**src/rtl/divider_sequencer_if.sv**
```systemverilog
// Request/divider/response bundle for divider_sequencer.
// Ports: request stream (i_req_*/o_req_ready), divider begin/busy/result
// (o_begin, o_dividend, o_divisor, i_busy, i_quotient, i_remainder), response stream (o_rsp_*), FIFO occupancy.
interface divider_sequencer_if #(
  parameter int WIDTH = 8,
  parameter int DEPTH = 4
);
  localparam int CW = $clog2(DEPTH) + 1;

  // request stream
  logic             i_req_valid;
  logic             o_req_ready;
  logic [WIDTH-1:0] i_req_dividend;
  logic [WIDTH-1:0] i_req_divisor;
  // divider side
  logic             o_begin;
  logic [WIDTH-1:0] o_dividend;
  logic [WIDTH-1:0] o_divisor;
  logic             i_busy;
  logic [WIDTH-1:0] i_quotient;
  logic [WIDTH-1:0] i_remainder;
  // response stream
  logic             o_rsp_valid;
  logic             i_rsp_ready;
  logic [WIDTH-1:0] o_rsp_quotient;
  logic [WIDTH-1:0] o_rsp_remainder;
  logic             o_rsp_divZero;
  // status
  logic [CW-1:0]    o_fifoCount;

  // sequencer view
  modport slave (
    input  i_req_valid, i_req_dividend, i_req_divisor,
    input  i_busy, i_quotient, i_remainder, i_rsp_ready,
    output o_req_ready, o_begin, o_dividend, o_divisor,
    output o_rsp_valid, o_rsp_quotient, o_rsp_remainder, o_rsp_divZero, o_fifoCount
  );

  // environment view (producer, divider, consumer)
  modport master (
    output i_req_valid, i_req_dividend, i_req_divisor,
    output i_busy, i_quotient, i_remainder, i_rsp_ready,
    input  o_req_ready, o_begin, o_dividend, o_divisor,
    input  o_rsp_valid, o_rsp_quotient, o_rsp_remainder, o_rsp_divZero, o_fifoCount
  );
endinterface

```
**src/rtl/divider_sequencer.sv**
```systemverilog
// Front-end for a multi-cycle divider: buffers operand pairs in an in-order FIFO,
// issues one operation at a time on begin/busy, and returns quotient/remainder on a
// valid/ready response stream. Latency: accept at edge N, pop at N+1, o_begin in cycle N+2;
// response valid one cycle after busy drops. Backpressure: o_req_ready low when FIFO full;
// an unconsumed response stalls issue, never drops data. i_cg low freezes all state.
// Ports: i_clk, i_rst (async active-high), i_cg (clock enable), bus (divider_sequencer_if.slave).
// Optional macro DIVIDER_SEQUENCER_DIVZERO_EN: divisor==0 bypasses the divider and answers
// q=all ones, r=dividend, divZero=1.
module divider_sequencer #(
  parameter int WIDTH = 8,
  parameter int DEPTH = 4
) (
  input logic            i_clk,
  input logic            i_rst,
  input logic            i_cg,
  divider_sequencer_if.slave bus
);
  localparam int AW = $clog2(DEPTH);
  localparam int CW = AW + 1;

  typedef enum logic [1:0] {IDLE, ISSUE, WAIT, RESP} state_e;

  typedef struct packed {
    logic [WIDTH-1:0] dividend;
    logic [WIDTH-1:0] divisor;
  } entry_t;

  state_e           state_q,    state_d;
  logic [CW-1:0]    cnt_q,      cnt_d;
  logic [AW-1:0]    wr_ptr_q,   wr_ptr_d;
  logic [AW-1:0]    rd_ptr_q,   rd_ptr_d;
  entry_t           mem_q [DEPTH];
  entry_t           mem_d [DEPTH];
  logic [WIDTH-1:0] dividend_q, dividend_d;
  logic [WIDTH-1:0] divisor_q,  divisor_d;
  logic [WIDTH-1:0] rsp_quot_q, rsp_quot_d;
  logic [WIDTH-1:0] rsp_rem_q,  rsp_rem_d;
  logic             rsp_dz_q,   rsp_dz_d;
  logic             rsp_vld_q,  rsp_vld_d;

  logic   req_rdy;
  logic   push;
  logic   pop;
  entry_t head;

  // Ready depends only on the registered count, so it never combinationally
  // follows i_req_valid.
  assign req_rdy = (cnt_q != CW'(DEPTH));
  assign push    = bus.i_req_valid && req_rdy;
  assign head    = mem_q[rd_ptr_q];

  always_comb begin
    state_d    = state_q;
    dividend_d = dividend_q;
    divisor_d  = divisor_q;
    rsp_quot_d = rsp_quot_q;
    rsp_rem_d  = rsp_rem_q;
    rsp_dz_d   = rsp_dz_q;
    rsp_vld_d  = rsp_vld_q;
    pop        = 1'b0;

    case (state_q)
      IDLE: begin
        if ((cnt_q != '0) && !bus.i_busy) begin
          pop        = 1'b1;
          dividend_d = head.dividend;
          divisor_d  = head.divisor;
`ifdef DIVIDER_SEQUENCER_DIVZERO_EN
          if (head.divisor == '0) begin
            // Answer locally; the divider never sees this operation.
            rsp_quot_d = '1;
            rsp_rem_d  = head.dividend;
            rsp_dz_d   = 1'b1;
            rsp_vld_d  = 1'b1;
            state_d    = RESP;
          end else begin
            state_d = ISSUE;
          end
`else
          state_d = ISSUE;
`endif
        end
      end
      ISSUE: begin
        state_d = WAIT;
      end
      WAIT: begin
        // Busy is already high in the first WAIT cycle, so the first low
        // sample marks a valid result.
        if (!bus.i_busy) begin
          rsp_quot_d = bus.i_quotient;
          rsp_rem_d  = bus.i_remainder;
          rsp_dz_d   = 1'b0;
          rsp_vld_d  = 1'b1;
          state_d    = RESP;
        end
      end
      RESP: begin
        if (bus.i_rsp_ready) begin
          rsp_vld_d = 1'b0;
          state_d   = IDLE;
        end
      end
      default: begin
        state_d = IDLE;
      end
    endcase
  end

  // FIFO bookkeeping; pointers wrap naturally because DEPTH is a power of 2.
  always_comb begin
    mem_d    = mem_q;
    wr_ptr_d = wr_ptr_q;
    rd_ptr_d = rd_ptr_q;
    cnt_d    = cnt_q;
    if (push) begin
      mem_d[wr_ptr_q] = '{dividend: bus.i_req_dividend, divisor: bus.i_req_divisor};
      wr_ptr_d        = wr_ptr_q + 1'b1;
    end
    if (pop) begin
      rd_ptr_d = rd_ptr_q + 1'b1;
    end
    case ({push, pop})
      2'b10:   cnt_d = cnt_q + 1'b1;
      2'b01:   cnt_d = cnt_q - 1'b1;
      default: cnt_d = cnt_q;
    endcase
  end

  always_ff @(posedge i_clk or posedge i_rst) begin
    if (i_rst) begin
      state_q    <= IDLE;
      cnt_q      <= '0;
      wr_ptr_q   <= '0;
      rd_ptr_q   <= '0;
      mem_q      <= '{default: '0};
      dividend_q <= '0;
      divisor_q  <= '0;
      rsp_quot_q <= '0;
      rsp_rem_q  <= '0;
      rsp_dz_q   <= 1'b0;
      rsp_vld_q  <= 1'b0;
    end else if (i_cg) begin
      state_q    <= state_d;
      cnt_q      <= cnt_d;
      wr_ptr_q   <= wr_ptr_d;
      rd_ptr_q   <= rd_ptr_d;
      mem_q      <= mem_d;
      dividend_q <= dividend_d;
      divisor_q  <= divisor_d;
      rsp_quot_q <= rsp_quot_d;
      rsp_rem_q  <= rsp_rem_d;
      rsp_dz_q   <= rsp_dz_d;
      rsp_vld_q  <= rsp_vld_d;
    end
  end

  // Gating the pulse with i_cg keeps a frozen ISSUE state from starting the divider.
  assign bus.o_begin         = (state_q == ISSUE) && i_cg;
  assign bus.o_req_ready     = req_rdy;
  assign bus.o_dividend      = dividend_q;
  assign bus.o_divisor       = divisor_q;
  assign bus.o_rsp_valid     = rsp_vld_q;
  assign bus.o_rsp_quotient  = rsp_quot_q;
  assign bus.o_rsp_remainder = rsp_rem_q;
  assign bus.o_rsp_divZero   = rsp_dz_q;
  assign bus.o_fifoCount     = cnt_q;
endmodule

```
**src/flat_wrapper.sv**
```systemverilog
// flat-port wrapper written by rule: the top's interface ports become plain ports
module divider_sequencer_flat 
#(
  parameter int WIDTH = 8,
  parameter int DEPTH = 4
)
  (i_clk, i_rst, i_cg, bus_i_req_valid, bus_i_req_dividend, bus_i_req_divisor, bus_i_busy, bus_i_quotient, bus_i_remainder, bus_i_rsp_ready, bus_o_req_ready, bus_o_begin, bus_o_dividend, bus_o_divisor, bus_o_rsp_valid, bus_o_rsp_quotient, bus_o_rsp_remainder, bus_o_rsp_divZero, bus_o_fifoCount);
  divider_sequencer_if #(.WIDTH(WIDTH), .DEPTH(DEPTH)) bus_i ();
  input logic i_clk;
  input logic i_rst;
  input logic i_cg;
  input wire logic [$bits(bus_i.i_req_valid)-1:0] bus_i_req_valid;
  input wire logic [$bits(bus_i.i_req_dividend)-1:0] bus_i_req_dividend;
  input wire logic [$bits(bus_i.i_req_divisor)-1:0] bus_i_req_divisor;
  input wire logic [$bits(bus_i.i_busy)-1:0] bus_i_busy;
  input wire logic [$bits(bus_i.i_quotient)-1:0] bus_i_quotient;
  input wire logic [$bits(bus_i.i_remainder)-1:0] bus_i_remainder;
  input wire logic [$bits(bus_i.i_rsp_ready)-1:0] bus_i_rsp_ready;
  output wire logic [$bits(bus_i.o_req_ready)-1:0] bus_o_req_ready;
  output wire logic [$bits(bus_i.o_begin)-1:0] bus_o_begin;
  output wire logic [$bits(bus_i.o_dividend)-1:0] bus_o_dividend;
  output wire logic [$bits(bus_i.o_divisor)-1:0] bus_o_divisor;
  output wire logic [$bits(bus_i.o_rsp_valid)-1:0] bus_o_rsp_valid;
  output wire logic [$bits(bus_i.o_rsp_quotient)-1:0] bus_o_rsp_quotient;
  output wire logic [$bits(bus_i.o_rsp_remainder)-1:0] bus_o_rsp_remainder;
  output wire logic [$bits(bus_i.o_rsp_divZero)-1:0] bus_o_rsp_divZero;
  output wire logic [$bits(bus_i.o_fifoCount)-1:0] bus_o_fifoCount;
  assign bus_i.i_req_valid = bus_i_req_valid;
  assign bus_i.i_req_dividend = bus_i_req_dividend;
  assign bus_i.i_req_divisor = bus_i_req_divisor;
  assign bus_i.i_busy = bus_i_busy;
  assign bus_i.i_quotient = bus_i_quotient;
  assign bus_i.i_remainder = bus_i_remainder;
  assign bus_i.i_rsp_ready = bus_i_rsp_ready;
  assign bus_o_req_ready = bus_i.o_req_ready;
  assign bus_o_begin = bus_i.o_begin;
  assign bus_o_dividend = bus_i.o_dividend;
  assign bus_o_divisor = bus_i.o_divisor;
  assign bus_o_rsp_valid = bus_i.o_rsp_valid;
  assign bus_o_rsp_quotient = bus_i.o_rsp_quotient;
  assign bus_o_rsp_remainder = bus_i.o_rsp_remainder;
  assign bus_o_rsp_divZero = bus_i.o_rsp_divZero;
  assign bus_o_fifoCount = bus_i.o_fifoCount;
  divider_sequencer #(.WIDTH(WIDTH), .DEPTH(DEPTH)) u_core (.i_clk(i_clk), .i_rst(i_rst), .i_cg(i_cg), .bus(bus_i));
endmodule
```
**config.mk**
```make
export PLATFORM = sky130hd
export DESIGN_NAME = divider_sequencer_flat
export DESIGN_NICKNAME = d
export VERILOG_FILES = /design/src/rtl/divider_sequencer_if.sv /design/src/rtl/divider_sequencer.sv /design/src/flat_wrapper.sv
export SDC_FILE = /design/constraint.sdc
export NUM_CORES = 1
export LEC_CHECK = 0
export CORE_MARGIN = 2
export CORE_UTILIZATION = 30
export DETAILED_ROUTE_END_ITERATION = 8
export RECOVER_POWER = 25
export SLEW_MARGIN = 0
export SYNTH_ARGS = -nofsm -noshare
export SYNTH_HDL_FRONTEND = slang
export SYNTH_SLANG_ARGS = --single-unit
```
**constraint.sdc**
```tcl
create_clock -name i_clk -period 6.24 [get_ports i_clk]
set_input_delay 1.248 -clock i_clk [delete_from_list [all_inputs] [get_ports i_clk]]
set_output_delay 1.248 -clock i_clk [all_outputs]
set_load 0.05 [all_outputs]
```
==> flow_summary.json <==
{
  "ant_nets": 0,
  "worst-path-buf-inv": 2,
  "die-area_um2": 17200,
  "power.leakage_nw": 2.66,
  "nNetsFinal": 412,
  "crit_family": "buffers and inverters",
  "layout-drive-gt1-share_pct": 37.5,
  "grt_pass1_wl_um": 15800,
  "avgSynthCellArea_um2": 16.9,
  "power.share.clock_pct": 16.6,
  "placement.io_buffers": 75,
  "status": "finished with violations",
  "worstPathArrival_ns": 2.84,
  "critPathMaxStageDelay_ns": 0.80,
  "combPwrFrac_pct": 46.2,
  "crit_type": "in2out",
  "final_util_pct": 38.1,
  "worstMarginPinSlew_ns": 3.15,
  "ys_warn_count": 0,
  "synth_cell_types": 30,
  "area_delta_synth_final_pct": 24.6,
  "cts_buffers": 9,
  "io_pins": 77,
  "seq_power_share_pct": 37.2,
  "rsz0062_at_grt": "false",
  "cts.clk_slew.worst_paths_ns": 0.07,
  "detailed_place_hpwl_um": 5940,
  "final_cells": 584,
  "grt_pass1_vias": 2951,
  "path_cells": "dlygate4sd3_1, and2_1, clkdlybuf4s50_1",
  "insertion_delay_ns": 0.34,
  "wl_per_cell_um": 15.9,
  "layout_common_cells": "106 x dfrtp_1, 72 x clkdlybuf4s50_1, 57 x mux2_2",
  "hold_start": "u_core.bus.o_rsp_quotient[7]",
  "r2r_start": "u_core.state_q[0]",
  "period_minus_slack_ns": 4.08,
  "num_rows": 46,
  "n_antenna_cell": 0,
  "gr-total-overflow": 0,
  "cp-end-kind": "output pin",
  "first_pass_iters": 3,
  "start_util_pct": 30.6,
  "power_density_nw_per_um2": 558,
  "finalPower_w": 0.00338,
  "cp_max_fo": 6,
  "htreeDepth": 3,
  "setup.worst_path.start": "i_cg",
  "cpMaxStageDelayCell": "clkdlybuf4s50_1",
  "postCtsSetupRepairBufs": 0,
  "ctsHoldBuffers": 0,
  "grt_antenna_before_repair": 0,
  "fin_crit_sh_pct": 65.5,
  "drt_iter0_markers": 85,
  "pre_cts_ws_ns": 2.23,
  "final.setup.tns_ns": 0,
  "grtUsageTotal_pct": 11.6,
  "vias": 2573,
  "cts_sinks": 106,
  "synth.ff_latch_count": 106,
  "drv_cap": 1,
  "hold_viol_final": 0,
  "required_ns": 4.99,
  "die_h_um": 131,
  "setup_ws_ns": 2.16,
  "place_congestion": 0.717,
  "wl_um": 9290,
  "syn_nets": 336,
  "ys_seq_area_share_pct": 54.6,
  "clockBufferDepth": 2,
  "place_inst": 568,
  "setup_viol": 0,
  "drc": 0,
  "vias_per_cell": 4.41,
  "synth_area_um2": 4860,
  "cp-start-kind": "primary input",
  "fin_skew_ns": 0.00890,
  "cts.repair.resized": 0,
  "layout_commonest_cell": "dfrtp_1",
  "swShare_pct": 37.4,
  "core_area_um2": 15900,
  "violations": "capacitance limit, slew limit",
  "hp-class": "reg2reg",
  "root_buffer": "clkbuf_16",
  "slew_violations": 71,
  "die_w_um": 131,
  "synthCells": 287,
  "vdd_drop_max_mv": 0.386,
  "grt_max_degree": 71,
  "max_slew_margin_pct": -111,
  "tritoncts": "yes",
  "p_int_w": 0.00211,
  "fmax_ghz": 0.245,
  "net-switching-power_w": 0.00126
}
-- cell families (layout without fill, tap and decap cells) --
family	count (synthesis)	count (layout)	share of synthesized area (%)
buffers and inverters	20	101	3.48
AOI/OAI and AO/OA	5	5	0.515
muxes	114	114	33.2
other	1	1	0.0772
DFF	106	106	54.6
and+or+nand+nor	24	24	4.09
xor gates and xnor gates	6	6	1.08
adders and majority gates	11	11	2.99
-- stage by stage --
stage               instance area (um^2)  hold slack (ns)
finish                              6050            0.504
global route                        6050            0.516
CTS                                 6060            0.508
detailed placement                  5770            0.489
global placement                    5770            0.482
floorplan                           4860            0.474
-- sequential cells by signal, indices dropped and copies added, names as in the netlist --
| name | flops |
|---|---|
| u_core.rd_ptr_q | 2 |
| u_core.mem_q | 64 |
| u_core.bus.o_dividend | 8 |
| u_core.state_q | 2 |
| u_core.bus.o_divisor | 8 |
| u_core.bus.o_rsp_remainder | 8 |
| u_core.bus.o_fifoCount | 3 |
| u_core.bus.o_rsp_valid | 1 |
| u_core.bus.o_rsp_quotient | 8 |
| u_core.wr_ptr_q | 2 |
-- area by class of cell --
cell class | count | area (um^2)
flip-flops and latches | 106 | 2650
clock inverters | 6 | 56.3
clock buffers | 10 | 239
inverters | 8 | 31.3
fillers | 1539 | 9830
repair buffers | 77 | 766
well taps | 216 | 270
multi-input cells | 161 | 2040
-- power groups by stage --
stage	clock network, W	logic, W	registers, W
final	0.000559	0.00156	0.00126
after global placement	0	0.00155	0.00125
after floorplan	0	0.000837	0.00158
after CTS	0.000579	0.00158	0.00126
after detailed placement	0	0.00158	0.00127
after global routing	0.000606	0.00166	0.00131
-- cells in the mapped netlist --
cell	number	area [um^2]
a21oi_1	1	5.00
and2_1	1	6.26
buf_4	2	15.0
mux2_4	40	601
nand2b_1	3	18.8
xor2_1	3	26.3
nand3b_1	1	7.51
buf_2	4	20.0
inv_1	8	30.0
buf_12	5	100
nor3_2	1	10.0
dfrtp_1	106	2650
nand2_8	4	80.1
mux2_2	57	642
nand2_1	6	22.5
nand3_1	1	5.00
nor2_1	2	7.51
and3_4	1	11.3
nor3_1	1	5.00
nor2b_1	1	6.26
fa_1	1	20.0
mux2i_1	1	10.0
nor3b_1	1	7.51
conb_1	1	3.75
ha_1	10	125
o21ai_0	4	20.0
xnor2_1	3	26.3
or3b_4	1	11.3
buf_1	1	3.75
mux4_2	16	360
-- final timing paths --
kind,endpoint,cells after the start,slack (ns)
worst max-delay path,bus_o_begin,3,2.16
worst min-delay path,u_core.bus.o_rsp_quotient[7],1,0.50
worst max register to register,u_core.bus.o_dividend[0],5,3.99
worst min register to register,u_core.bus.o_rsp_quotient[7],1,0.50
max in group asynchronous,u_core.mem_q[7],3,2.43
min in group asynchronous,u_core.bus.o_rsp_quotient[3],2,2.26
-- per-layer routing --
layer  wire length (um)  global-route usage [%]  vias up  share of wire, %
li1                   -                       -     1168                 -
met1               4250                    14.7     1337                46
met2               4430                    19.1       64                48
met3                537                    3.97        4               5.8
met4                 66                    2.72        0              0.71
met5                  0                       0        -                 0
Note: power is estimated with default switching activity, not from simulation.
